$ cat config.mk
export PLATFORM = sky130hd
export DESIGN_NAME = fx_syn_ctrl
export DESIGN_NICKNAME = d
export VERILOG_FILES = /design/src/rtl/fx_syn_ctrl.sv
export SDC_FILE = /design/constraint.sdc
export NUM_CORES = 1
export LEC_CHECK = 0
export CAP_MARGIN = 10
export CORE_MARGIN = 2
export CORE_UTILIZATION = 60
export CTS_BUF_LIST = sky130_fd_sc_hd__clkbuf_8
export CTS_CLUSTER_DIAMETER = 30
export DETAILED_ROUTE_END_ITERATION = 7
export PLACE_DENSITY_LB_ADDON = 0.15
export SLEW_MARGIN = 10
export SYNTH_ARGS = -nofsm -noshare
export SYNTH_HDL_FRONTEND = slang
export SYNTH_SLANG_ARGS = --single-unit
$ cat constraint.sdc
create_clock -name clk_sys -period 7.85 [get_ports clk_sys]
set_clock_uncertainty 0.15 [all_clocks]
set_input_delay 1.1775 -clock clk_sys [delete_from_list [all_inputs] [get_ports clk_sys]]
set_output_delay 1.1775 -clock clk_sys [all_outputs]
set_load 0.02 [all_outputs]
$ cat src/rtl/fx_syn_ctrl.sv
// fx-bus register slave driving a microsecond-timed sync-pulse generator on tx_syn.
// Define FX_SYN_RXCNT_EN to build the rx_syn synchronizer and rising-edge counter (RXCNT).
module fx_syn_ctrl #(
    parameter logic [7:0] MOD_ID = 8'h01
) (
    input  logic        clk_sys,
    input  logic        rst_n,
    input  logic        pluse_us,
    input  logic [15:0] fx_waddr,
    input  logic        fx_wr,
    input  logic [7:0]  fx_data,
    input  logic [15:0] fx_raddr,
    input  logic        fx_rd,
    output logic [7:0]  fx_q,
    input  logic        rx_syn,
    output logic        tx_syn
);
    typedef enum logic [1:0] {IDLE, HIGH, LOW} state_t;

    localparam logic [7:0] OFS_CTRL   = 8'h00;
    localparam logic [7:0] OFS_PER_L  = 8'h01;
    localparam logic [7:0] OFS_PER_H  = 8'h02;
    localparam logic [7:0] OFS_WIDTH  = 8'h03;
    localparam logic [7:0] OFS_STATUS = 8'h04;
    localparam logic [7:0] OFS_CNT    = 8'h05;
    localparam logic [7:0] OFS_ID     = 8'h06;
    localparam logic [7:0] OFS_RXCNT  = 8'h07;

    state_t      state_reg, state_next;
    logic [15:0] us_cnt_reg, us_cnt_next;
    logic [15:0] low_len_reg, low_len_next;
    logic        en_reg, en_next;
    logic        oneshot_reg;
    logic [7:0]  shadow_reg;
    logic [15:0] period_reg;
    logic [7:0]  width_reg;
    logic [7:0]  cnt_reg;
    logic [7:0]  fx_q_reg;
    logic        tx_syn_reg;
    logic        cnt_inc;
    logic [7:0]  rd_data;
    logic [7:0]  rxcnt_val;
    logic        rx_sync;

    logic        wr_hit, rd_hit, wr_ctrl, clr;
    logic [15:0] p_eff, w_raw, w_eff;

    assign wr_hit  = fx_wr && (fx_waddr[15:8] == MOD_ID);
    assign rd_hit  = fx_rd && (fx_raddr[15:8] == MOD_ID);
    assign wr_ctrl = wr_hit && (fx_waddr[7:0] == OFS_CTRL);
    assign clr     = wr_ctrl && fx_data[2];

    // Effective timing: PERIOD >= 2, 1 <= WIDTH <= PERIOD-1, so the low phase is never empty.
    assign p_eff = (period_reg < 16'd2) ? 16'd2 : period_reg;
    assign w_raw = (width_reg == 8'd0) ? 16'd1 : {8'd0, width_reg};
    assign w_eff = (w_raw >= p_eff) ? (p_eff - 16'd1) : w_raw;

    always_comb begin
        state_next   = state_reg;
        us_cnt_next  = us_cnt_reg;
        low_len_next = low_len_reg;
        en_next      = en_reg;
        cnt_inc      = 1'b0;
        case (state_reg)
            IDLE: begin
                if (en_reg && pluse_us) begin
                    state_next   = HIGH;
                    us_cnt_next  = w_eff;
                    low_len_next = p_eff - w_eff;
                end
            end
            HIGH: begin
                if (pluse_us) begin
                    if (us_cnt_reg <= 16'd1) begin
                        state_next  = LOW;
                        us_cnt_next = low_len_reg;
                        cnt_inc     = 1'b1;
                    end else begin
                        us_cnt_next = us_cnt_reg - 16'd1;
                    end
                end
            end
            LOW: begin
                if (pluse_us) begin
                    if (us_cnt_reg <= 16'd1) begin
                        if (oneshot_reg) begin
                            state_next = IDLE;
                            en_next    = 1'b0;
                        end else begin
                            state_next   = HIGH;
                            us_cnt_next  = w_eff;
                            low_len_next = p_eff - w_eff;
                        end
                    end else begin
                        us_cnt_next = us_cnt_reg - 16'd1;
                    end
                end
            end
            default: state_next = IDLE;
        endcase
        // A bus write to CTRL overrides the hardware EN clear; EN=0 abandons the cycle at once.
        if (wr_ctrl) begin
            en_next = fx_data[0];
            if (!fx_data[0]) begin
                state_next = IDLE;
            end
        end
    end

    always_comb begin
        rd_data = 8'h00;
        case (fx_raddr[7:0])
            OFS_CTRL:   rd_data = {6'd0, oneshot_reg, en_reg};
            OFS_PER_L:  rd_data = shadow_reg;
            OFS_PER_H:  rd_data = period_reg[15:8];
            OFS_WIDTH:  rd_data = width_reg;
            OFS_STATUS: rd_data = {5'd0, rx_sync, tx_syn_reg, state_reg != IDLE};
            OFS_CNT:    rd_data = cnt_reg;
            OFS_ID:     rd_data = MOD_ID;
            OFS_RXCNT:  rd_data = rxcnt_val;
            default:    rd_data = 8'h00;
        endcase
    end

    always_ff @(posedge clk_sys) begin
        if (!rst_n) begin
            state_reg   <= IDLE;
            us_cnt_reg  <= 16'd0;
            low_len_reg <= 16'd0;
            en_reg      <= 1'b0;
            oneshot_reg <= 1'b0;
            shadow_reg  <= 8'h00;
            period_reg  <= 16'h0000;
            width_reg   <= 8'h01;
            cnt_reg     <= 8'h00;
            fx_q_reg    <= 8'h00;
            tx_syn_reg  <= 1'b0;
        end else begin
            state_reg   <= state_next;
            us_cnt_reg  <= us_cnt_next;
            low_len_reg <= low_len_next;
            en_reg      <= en_next;
            tx_syn_reg  <= (state_next == HIGH);
            fx_q_reg    <= rd_hit ? rd_data : 8'h00;
            if (clr) begin
                cnt_reg <= 8'h00;
            end else if (cnt_inc) begin
                cnt_reg <= cnt_reg + 8'd1;
            end
            if (wr_hit) begin
                case (fx_waddr[7:0])
                    OFS_CTRL:  oneshot_reg <= fx_data[1];
                    OFS_PER_L: shadow_reg  <= fx_data;
                    OFS_PER_H: period_reg  <= {fx_data, shadow_reg};
                    OFS_WIDTH: width_reg   <= fx_data;
                    default: ;
                endcase
            end
        end
    end

`ifdef FX_SYN_RXCNT_EN
    logic       rx_meta_reg, rx_sync_reg, rx_prev_reg;
    logic [7:0] rxcnt_reg;

    always_ff @(posedge clk_sys) begin
        if (!rst_n) begin
            rx_meta_reg <= 1'b0;
            rx_sync_reg <= 1'b0;
            rx_prev_reg <= 1'b0;
            rxcnt_reg   <= 8'h00;
        end else begin
            rx_meta_reg <= rx_syn;
            rx_sync_reg <= rx_meta_reg;
            rx_prev_reg <= rx_sync_reg;
            if (clr) begin
                rxcnt_reg <= 8'h00;
            end else if (rx_sync_reg && !rx_prev_reg) begin
                rxcnt_reg <= rxcnt_reg + 8'd1;
            end
        end
    end

    assign rx_sync   = rx_sync_reg;
    assign rxcnt_val = rxcnt_reg;
`else
    logic unused_rx_syn;

    assign unused_rx_syn = rx_syn;
    assign rx_sync       = 1'b0;
    assign rxcnt_val     = 8'h00;
`endif

    assign fx_q   = fx_q_reg;
    assign tx_syn = tx_syn_reg;
endmodule

# Word level (Yosys, flattened, before mapping)

Index checks and enable logic that the tools add are counted.

Output and inout bits: 9
Word-level logic and storage cells: 97
Bits in registers: 85

Reduce and logical (&&, ||, !) cells: 25
Bitwise operators: 1
Add/sub/neg operators: 4
Eq/ne operators: 20
Multiplexer cells: 33
Magnitude comparators: 3

Operators with widths:

| operator                                                                       | number |
|---|---|
| 16-bit 2-to-1 mux                                                              | 12 |
| 8-bit one-hot mux with 7 select lines                                          | 1 |
| 16-bit one-hot mux with 3 select lines                                         | 1 |
| 8-bit by 1-bit equality test with 1-bit output (second input constant)         | 4 |
| 8-bit by 2-bit equality test with 1-bit output (second input constant)         | 4 |
| 16-bit one-hot mux with 2 select lines                                         | 1 |
| 16-bit by 1-bit subtractor with 16-bit output (second input constant)          | 2 |
| 8-bit by 3-bit equality test with 1-bit output (second input constant)         | 3 |
| 8-bit zero test                                                                | 3 |
| 8-bit by 16-bit greater-or-equal comparator with 1-bit output                  | 1 |
| 16-bit by 1-bit <= comparator with 1-bit output (second input constant)        | 1 |
| 16-bit by 2-bit less-than comparator with 1-bit output (second input constant) | 1 |
| 16-bit subtractor                                                              | 1 |
| 2-bit 2-to-1 mux                                                               | 7 |
| 2-bit nonzero test                                                             | 6 |
| 2-bit inequality test (second input constant)                                  | 5 |
| 2-bit AND reduction                                                            | 5 |
| 5-bit AND reduction                                                            | 2 |
| 1-bit 2-to-1 mux                                                               | 9 |
| 8-bit by 1-bit adder with 8-bit output (second input constant)                 | 1 |
| 8-bit 2-to-1 mux                                                               | 1 |
| 2-bit one-hot mux with 3 select lines                                          | 1 |
| 1-bit logical AND                                                              | 5 |
| 2-bit by 1-bit equality test with 1-bit output (second input constant)         | 2 |
| 7 further kinds                                                                | 7 |

# Depth between registers and ports, before layout

Gate-level depths: netlist of the first run.

Depth in word-level cells: 9
Depth in mapped cells: 23
Gate-level depth less buffers: 21

# Worst setup path before layout of the first run

OpenSTA, ideal clock, no wires.

Path kind: reg2reg
Start point: register period_reg[3]
End point: register low_len_reg[15]
Clock period less this slack: 5479 ps
Cell stages (with the launch flop): 23
Setup time: 87 ps
Path buffers: 2
Data arrival time: 5242 ps
Required time: 7613 ps
Setup slack: 2371 ps
Cell sequence: dfxtp_1 or4_1 nor2_1 nand3_1 nand2_1 inv_1 ha_1 nand2b_1 a2111oi_2 o32a_2 clkbuf_1 clkbuf_1 nor2_1 a21oi_1 ha_1 o21a_1 o41ai_1 a31oi_1 mux2i_1 a211oi_2 or4b_2 and3_1 o31ai_1

Longest elaborated chain between the ends: 9

Ends and longest elaborated chain:

| what                                                                                                                           | line   | RTL |
|---|---|---|
| start, declared                                                                                                                | 35     | `logic [15:0] period_reg;` |
| start signal, assigned                                                                                                         | 154    | `OFS_PER_H: period_reg <= {fx_data, shadow_reg};` |
| 16-bit by 2-bit less-than comparator with 1-bit output                                                                         | 54     | `assign p_eff = (period_reg < 16'd2) ? 16'd2 : period_reg;` |
| 16-bit 2-to-1 mux (*)                                                                                                          | 54     |  |
| 16-bit by 1-bit subtractor with 16-bit output or 8-bit by 16-bit greater-or-equal comparator with 1-bit output (tied branches) | 56     | `assign w_eff = (w_raw >= p_eff) ? (p_eff - 16'd1) : w_raw;` |
| 16-bit 2-to-1 mux                                                                                                              | 56     |  |
| 16-bit subtractor (*)                                                                                                          | 69, 92 |  |
| 16-bit 2-to-1 mux                                                                                                              | 86     | `if (oneshot_reg) begin` |
| 16-bit 2-to-1 mux                                                                                                              | 85     | `if (us_cnt_reg <= 16'd1) begin` |
| 16-bit 2-to-1 mux                                                                                                              | 84     | `if (pluse_us) begin` |
| 16-bit one-hot mux with 2 select lines (*)                                                                                     | 64     | `case (state_reg)` |
| end signal, assigned                                                                                                           | 141    | `low_len_reg <= low_len_next;` |
| end, declared                                                                                                                  | 31     | `logic [15:0] low_len_reg, low_len_next;` |

Every way passes the cells marked *; elsewhere a longest branch is shown, timed or not. The select of a mux whose other input is x is not followed.
A chain may end at the register's enable or synchronous reset.

# Worst setup path after layout of the first run

Start point: register period_reg[11]
End point: register low_len_reg[10]

The elaborated chain is that of the path after synthesis.

==> impl_metrics.ini, run 1 <==
[drt]
drtAntennaViolNets = 0
drt_pass1_iterations = 5
via_count = 5575
wire_per_inst_um = 18.82
finalWirelength_mm = 16.05
drtIter0Drc = 418
avgViaCountPerCell = 6.536
drc = 0

[synth]
synthSimpleGateAreaFrac_pct = 23.18
synth_ff_type = dfxtp_1
yosys_warnings = 0
syn_area_per_cell_sq_um = 7.692
yosysMostFrequentCell = nor2_1
syn_inst = 725
async_flop_share_pct = 0
synth_largest_type_area_fraction_pct = 30.51
netlist_top_cells_area = dfxtp_1, nor2_1, nand2_1
syn_area_sq_um = 5577
synth_edf_count = 0
yosys-mux-area-fraction_pct = 4.644
synth_xor_area_share_pct = 4.712
synth_area_leader_cell = dfxtp_1
syn_nets = 797
synth-compound-area-share_pct = 25.11
synth_top_family_by_area = compound AO/OA/AOI/OAI gates
synth-adder-area-share_pct = 5.968
ys_ff_latch = 85
synthTopCellsByCount = nor2_1, dfxtp_1, nand2_1
yosysUniqueCellTypes = 73
ys_seq_area_share_pct = 30.51

[floorplan]
dieArea_sq_um = 10080
die_w_um = 100.4
core_area_sq_um = 9109
rows = 35
die_h_um = 100.4
start_util_pct = 61.22
ios = 55

[critical_path]
crit_chain = nor3_1 > and3_1 > nand3_1 > nand2_1 > inv_1 > ha_1 > nand2b_1 > a2111oi_2 > o32a_2 > nand2_1 > o21ai_0 > inv_1 > ha_1 > fa_1 > a221oi_1 > a2111oi_0 > o21ai_1 > o31ai_1 > o221a_1
slowest_stage = o21ai_1
required_ps = 7950
crit_arrival_ps = 6260
reg2reg_slack_ps = 1700
endpoint_kind = register
cp.buffers_inverters = 2
startpoint_type = register
cp_max_fo = 24
reg2reg_from = period_reg[11]
crit_type = register to register
cpPeakStageDelay_ps = 570
r2r_cells = 19
reg2reg_to = low_len_reg[10]
critical_path.top_delay_family = compound AO/OA/AOI/OAI gates

[pwr]
p_leak_nw = 2.328
powerDensity_nw_per_um2 = 129.7
vdd_drop_max_v = 0.00008672

[clock_network]
cts_root_buffer = clkbuf_8
clockBufferDepth = 2
cts.clk_slew.worst_paths_ps = 90
h-tree-depth = 3
clk_latency_ps = 360
cts_tree = done
cts_hold_buf = 0
cts_setup_buffers = 0
cts_sinks = 85
cts_buffers = 9
ctsResizeCount = 0

[sta]
setup_viol = 0
clock.fmax_mhz = 162.5
slew_viol_final = 0
fin_crit_ps = 6154
min_period_over_period_pct = 78.40
max_slew_margin_pct = 27.94
finalHoldViolations = 0
fin_tns_setup_ps = 0
rsz0062_at_grt = false
worst-slew-pin-transition_ps = 1054

[global_routing]
grt.total_usage_pct = 32.43
antenna_found_initial = 0
grt_max_degree = 31
grt-ovfl-total = 0
grt_pass1_wl_mm = 26.04
grt_pass1_vias = 5315

[cells_and_area]
antenna_cells = 0
final_nets = 809
drive_gt1_share_pct = 4.852
stdcell_count = 853
final_util_pct = 68.89
n_fill_cell = 751
area_growth_pct = 12.52

[placement]
dpl.cell_count = 837
dp_hpwl_mm = 11.60
io_buffers = 53
routabilityCongestion = 0.9215

[outcome]
status = finished clean

[worst_hold_path]
hold_path.class = register to register
min_from = low_len_reg[7]
min_path_cells = 2
hold_end = low_len_reg[7]

[flow_run]
maxCapViolations = 0
[area by class of cell]
class                      count  area [sq um]  share of cell area (%)
clock buffer                   9         123.9                   1.974
clock inverter                 7         91.34                   1.456
inverter                      26         97.59                   1.555
multi-input combinational    557          3553                   56.63
sequential                    85          1702                   27.12
tap                          111         138.9                   2.213
timing repair buffer          58         568.0                   9.053
[worst max-delay path by stage]
stage,startpoint,end,slack (ps),depth (start not counted)
after floorplan,period_reg[3],low_len_reg[15],2370,22
after global placement,period_reg[11],low_len_reg[15],1970,20
after detailed placement,period_reg[11],low_len_reg[15],1820,20
after CTS,period_reg[11],low_len_reg[15],1790,20
after global routing,period_reg[11],low_len_reg[10],1380,19
final,period_reg[11],low_len_reg[10],1700,19
[per-layer routing]
| layer | global-route usage (%) | wire [um] |
|---|---|---|
| met1 | 41.36 | 6752 |
| met2 | 53.79 | 7576 |
| met3 | 5.850 | 1243 |
| met4 | 14.01 | 481 |
| met5 | 0 | 0 |
[report_power, final]
part	internal, mW	switching (mW)
logic	0.0226	0.0175
clock network	0.178	0.165
registers	0.431	0.00000345
total	0.631	0.182
[placed cells by master (no fill, tap or decap), types with 11 or more instances in the layout]
| master | n |
|---|---|
| a21o_1 | 11 |
| a21oi_1 | 53 |
| clkdlybuf4s50_1 | 53 |
| dfxtp_1 | 85 |
| ha_1 | 25 |
| inv_1 | 28 |
| mux2i_1 | 21 |
| nand2_1 | 85 |
| nand3_1 | 20 |
| nor2_1 | 88 |
| nor3_1 | 26 |
| nor4_1 | 11 |
| o21a_1 | 14 |
| o21ai_0 | 25 |
| xnor2_1 | 16 |
| xor2_1 | 14 |
[cell families after synthesis]
group                      count (synthesis)
muxes                                     24
xor gates and xnor gates                  30
adders and majority gates                 26
DFF                                       85
and+or+nand+nor                          277
AOI/OAI and AO/OA                        200
buffers and inverters                     83
[worst register-to-register path: cells and delay by family (launching register included)]
family	cells	cell delay, ps
DFF	1	430
AOI/OAI and AO/OA	8	2950
buffers and inverters	2	170
and+or+nand+nor	6	1400
adders and majority gates	3	950
[through the flow]
stage / hold WS [ps] / power [mW] / instance area, sq um / setup slack, ps
2_1_floorplan: 291.8 / 0.4529 / 5577 / 2371
6_report: 338.2 / 0.8138 / 6275 / 1696
5_1_grt: 351.9 / 0.8335 / 6275 / 1377
4_1_cts: 338.0 / 0.8143 / 6275 / 1789
3_3_place_gp: 313.2 / 0.4796 / 6060 / 1971
3_5_place_dp: 327.2 / 0.4805 / 6060 / 1818
Power figures use the tool's default switching activity.
==> run 2, diff against run 1 <==
clock period = 6.4 ns   (was 7.85 ns; I/O delays follow)
==> run 2 against run 1 <==
  * Sequential power increased by 23%
  * Global-route usage is 0.48 points lower
  * Highest routed layer unchanged
  * Sequential share of layout area rose by 0.11 points
  * Hold slack got worse by 5.9 ps
  * Largest power group unchanged
==> impl_metrics.ini, run 2 (synthesis gave the netlist of run 1 again) <==
[outcome]
status = finished clean

[sta]
finalHoldViolations = 0
fin_crit_ps = 5825
setup_viol = 0
slew_viol_final = 0
fin_hold_ws_ps = 332.4
fin_tns_setup_ps = 0
rsz0062_at_grt = false
worst-slew-pin-transition_ps = 1115
max_slew_margin_pct = 23.75
clock.fmax_mhz = 171.7
min_period_over_period_pct = 91.02

[clock_network]
clk_latency_ps = 370
cts_root_buffer = clkbuf_8
cts_setup_buffers = 0
cts_tree = done
h-tree-depth = 3
cts_buffers = 9
clockBufferDepth = 2
cts_hold_buf = 0
ctsResizeCount = 0
cts_sinks = 85
cts.clk_slew.worst_paths_ps = 80

[critical_path]
startpoint_type = register
required_ps = 6530
endpoint_kind = register
reg2reg_slack_ps = 570
crit_arrival_ps = 5950
crit_type = register to register
cp_max_fo = 13

[global_routing]
grt-ovfl-total = 0
grt_pass1_wl_mm = 25.47
grt.total_usage_pct = 31.95
grt_max_degree = 33
grt_pass1_vias = 5176
antenna_found_initial = 0

[cells_and_area]
final_common_cell = nor2_1
final_nets = 812
area_growth_pct = 12.05
layout_common_cells = nor2_1, nand2_1, dfxtp_1
antenna_cells = 0
drive_gt1_share_pct = 5.242

[floorplan]
start_util_pct = 61.22
ios = 55
dieArea_sq_um = 10080
rows = 35
die_w_um = 100.4
die_h_um = 100.4
core_area_sq_um = 9109

[drt]
via_count = 5531
drtIter0Drc = 481
drc = 0
finalWirelength_mm = 15.68
drt_pass1_iterations = 5
drtAntennaViolNets = 0
avgViaCountPerCell = 6.469
wire_per_inst_um = 18.34

[placement]
routabilityCongestion = 0.9306
io_buffers = 53
dp_hpwl_mm = 11.38

[pwr]
total_power_mw = 0.9189
p_leak_nw = 2.317
vdd_drop_max_v = 0.0001059
powerDensity_nw_per_um2 = 147.1

[worst_hold_path]
hold_path.class = register to register

[flow_run]
maxCapViolations = 0
[run 2: cell count changes in the layout (fill, tap and decap cells not counted)]
cell       before  now
clkbuf_8        9   10
bufinv_16       2    0
inv_1          28   27
clkinv_2        0    2
buf_4           5    8
inv_6           1    0
[run 2: path summary, 6_finish.rpt]
| check | to | cells after the start | start |
|---|---|---|---|
| setup / recovery | low_len_reg[15] | 20 | period_reg[3] |
| setup reg to reg | low_len_reg[15] | 20 | period_reg[3] |
| hold / removal | low_len_reg[8] | 2 | low_len_reg[8] |
| hold reg to reg | low_len_reg[8] | 2 | low_len_reg[8] |
[run 2: power breakdown]
part	switching, mW	total, mW	internal, mW
sequential	0.00000422	0.528	0.528
clock	0.195	0.341	0.147
combinational	0.0216	0.0493	0.0277
total	0.216	0.919	0.703
[run 2: layout make-up]
cell class	instances	area, sq um
repair buffers	61	590.6
flip-flops and latches	85	1702
inverters	26	97.59
clock buffers	10	137.6
clock inverters	5	28.78
fillers	783	2860
multi-input cells	557	3553
well taps	111	138.9
[run 2: worst max-delay path: stages, from the launching register on]
cell and delay [ps]:
dfxtp_1 400, or4_1 570, nor2_1 220, nand3_1 110
nand2_1 180, inv_1 70, ha_1 290, nand2b_1 150
a2111oi_2 480, o32a_2 390, nor2_1 80, a21oi_1 330
ha_1 330, o21a_1 200, o41ai_1 100, a31oi_1 160
mux2i_1 140, a211oi_2 350, or4b_2 640, and3_1 190
o31ai_1 210
[run 2: metrics by stage]
step / util, % / worst slack, ps / cell area [sq um] / instances
final: 68.60 / 575.0 / 6248 / 855
after global routing: 68.60 / 291.0 / 6248 / 855
after CTS: 68.60 / 647.2 / 6248 / 855
after detailed placement: 66.77 / 657.3 / 6082 / 840
after global placement: 66.77 / 784.4 / 6082 / 840
after floorplan: - / 921.3 / 5577 / 725
[run 2: metal layers]
metal / track usage [%] / vias up / routed length (um)
li1: - / 2657 / -
met1: 42.87 / 2606 / 6834
met2: 50.34 / 227 / 7194
met3: 4.596 / 41 / 1071
met4: 15.91 / 0 / 584
met5: 0 / - / 0
==> run 3, diff against run 2 <==
ABC_AREA = 0   (was default)
==> results of run 3 <==
Final layout, timing and power as in run 2 (identical DEF).
==> variant, RTL diff (config.mk and constraints of run 1) <==
Build with the macro `FX_SYN_RXCNT_EN` defined.
--- a/src/rtl/fx_syn_ctrl.sv
+++ b/src/rtl/fx_syn_ctrl.sv
@@ -1,5 +1,7 @@
 // fx-bus register slave driving a microsecond-timed sync-pulse generator on tx_syn.
 // Define FX_SYN_RXCNT_EN to build the rx_syn synchronizer and rising-edge counter (RXCNT).
+`define FX_SYN_RXCNT_EN
+
 module fx_syn_ctrl #(
     parameter logic [7:0] MOD_ID = 8'h01
 ) (
Function: changed (a bounded check fails within 4 cycles, from zero or initial values and one cycle with rst_n low).
==> variant against run 1 <==
- the run now ends with design-rule violations left
- sequential cell count increased by 11
- worst setup slack improved by 510 ps
- power increased by 3.7%
- count of clock-buffer cells in the layout increased by 1
- routed wire length increased by 2.2%
- design area increased by 3.2%
- critical path depth decreased by 3
- synthesized area increased by 2.8%
- highest routed layer unchanged
- maximum frequency increased by 9.0%
- combinational power increased by 6.0%
- largest power group unchanged
==> variant: results (changes against run 1) <==
* Vias at 5578 (+0.054%)
* Period minus WS final at 5646 ps (-508.8 ps)
* Leak at 2.469 nW (+6.1%)
* Hold path start: rx_meta_reg
* DRC errors left at 4 (+4)
* Slew HR at 29.05% (+1.1 points)
* Routed wire length at 16410 um (+2.2%)
* Fillcell total at 779 (+3.7%)
* Syn nets at 804 (+0.88%)
* Sequential fraction of the synthesis area at 33.52% (+3.0 points)
* Tot GR Track Use at 32.44% (about the same)
* R2r endpoint: low_len_reg[15]
* Hold path depth at 1 (-1)
* Max FO, Critical Path at 17 (-29%)
* Share of post-route cells with drive strength above 1 at 4.371% (-0.48 points)
* Top cells by count, synth: dfxtp_1 (96), nand2_1 (87), nor2_1 (78)
* Failing checks: design-rule violations
* Clock-pin slew on the worst setup and hold paths at 110 ps (+20 ps)
* Ys Warns at 0 (unchanged)
* Hold Path End: rx_sync
* PortBufs at 54 (+1.9%)
* Placed cells at 868 (+3.7%)
* R2r setup slk at 2200 ps (+510 ps)
* DP HPWL at 12230 um (+5.4%)
* Status: finished, violations left
* ANT cells at 0 (unchanged)
* Worst R2R Start: period_reg[8]
* Vias in the first global route at 5294 (-0.40%)
* Mapped Cells at 731 (+0.83%)
* Avg WL per Cell at 18.57 um (-1.3%)
* Iter 0 DRT Violations at 379 (-9.3%)
* Placer Congestion at 0.9877 (+7.2%)
* Synth unique cells at 65 (-11%)
* First-pass GRT wire length at 26140 um (+0.40%)
* Final net count at 823 (+1.7%)
* Maximum vdd drop at 0.00008442 V (-2.7%)
* Pre-antenna DRT Iters at 8 (+3)
* Worst r2r path cells at 16 (-3)
* Pin count of the biggest net entering global routing at 40 (+29%)
* Setup WS pre-CTS at 2257 ps (+439.4 ps)
* Clock buffer depth at 2 (unchanged)
* Initial antenna violation count at 0 (unchanged)
* CP arrival at 5740 ps (-520 ps)
* Area contributors post-synth: dfxtp_1 (34%), a21oi_1 (5.8%), nand2_1 (5.7%), ha_1 (5.7%), nor2_1 (5.1%)
* Dpl cell area at 6280 um^2 (+3.6%)
variant: layout make-up:
class	instances	area [um^2]	share of cell area (%)
Sequential cell	96	1922	29.69
Timing Repair Buffer	58	570.5	8.815
Clock buffer	10	137.6	2.126
Clock inverter	6	55.05	0.8506
Tap cell	129	161.4	2.494
Multi-Input combinational cell	563	3543	54.75
Inverter	22	82.58	1.276
variant: routing by layer:
| metal | wire length, um | track usage (%) | share of wire, % |
|---|---|---|---|
| met1 | 6778 | 41.36 | 41 |
| met2 | 7893 | 54.10 | 48 |
| met3 | 1180 | 4.624 | 7.2 |
| met4 | 561 | 15.07 | 3.4 |
| met5 | 0 | 0 | 0 |
variant: cell families after synthesis:
family	synth area share [%]
and+or+nand+nor	23.59
AOI/OAI and AO/OA	21.49
DFF	33.52
buffers and inverters	4.800
xor gates and xnor gates	5.651
muxes	4.931
adders and majority gates	6.022
variant: metrics by stage:
stage                     power [mW]  hold slack, ps
after floorplan               0.5125           261.9
after global placement        0.5407           264.5
after detailed placement      0.5419           307.5
after CTS                     0.8461           319.9
after global routing          0.8693           347.9
final                         0.8436           320.2
variant: worst max path at each step:
stage | end | depth (start not counted) | slack, ps | from
2_1_floorplan | low_len_reg[15] | 18 | 2910 | period_reg[8]
3_3_place_gp | low_len_reg[12] | 20 | 2670 | period_reg[8]
3_5_place_dp | low_len_reg[15] | 16 | 2260 | period_reg[11]
4_1_cts | low_len_reg[15] | 16 | 2210 | period_reg[8]
5_1_grt | low_len_reg[15] | 16 | 1740 | period_reg[8]
6_report | low_len_reg[15] | 16 | 2200 | period_reg[8]
variant: critical path, stage by stage (launching register included):
cell       delay, ps
dfxtp_1          420
nor3_4           290
nand3_1          300
o21ai_0          500
inv_1             90
ha_1             300
nand2b_1         150
a2111oi_2        630
o32ai_4          300
o21ai_0          320
ha_1             360
a21o_1           220
a211o_1          320
a2111oi_0        380
a211o_1          290
a31oi_1          130
o311ai_0         370
variant: report_power, final:
group / internal, mW / switching [mW] / total [mW]
registers: 0.488 / 0.000789 / 0.488
clock network: 0.128 / 0.185 / 0.313
logic: 0.0237 / 0.0187 / 0.0425
total: 0.640 / 0.204 / 0.844
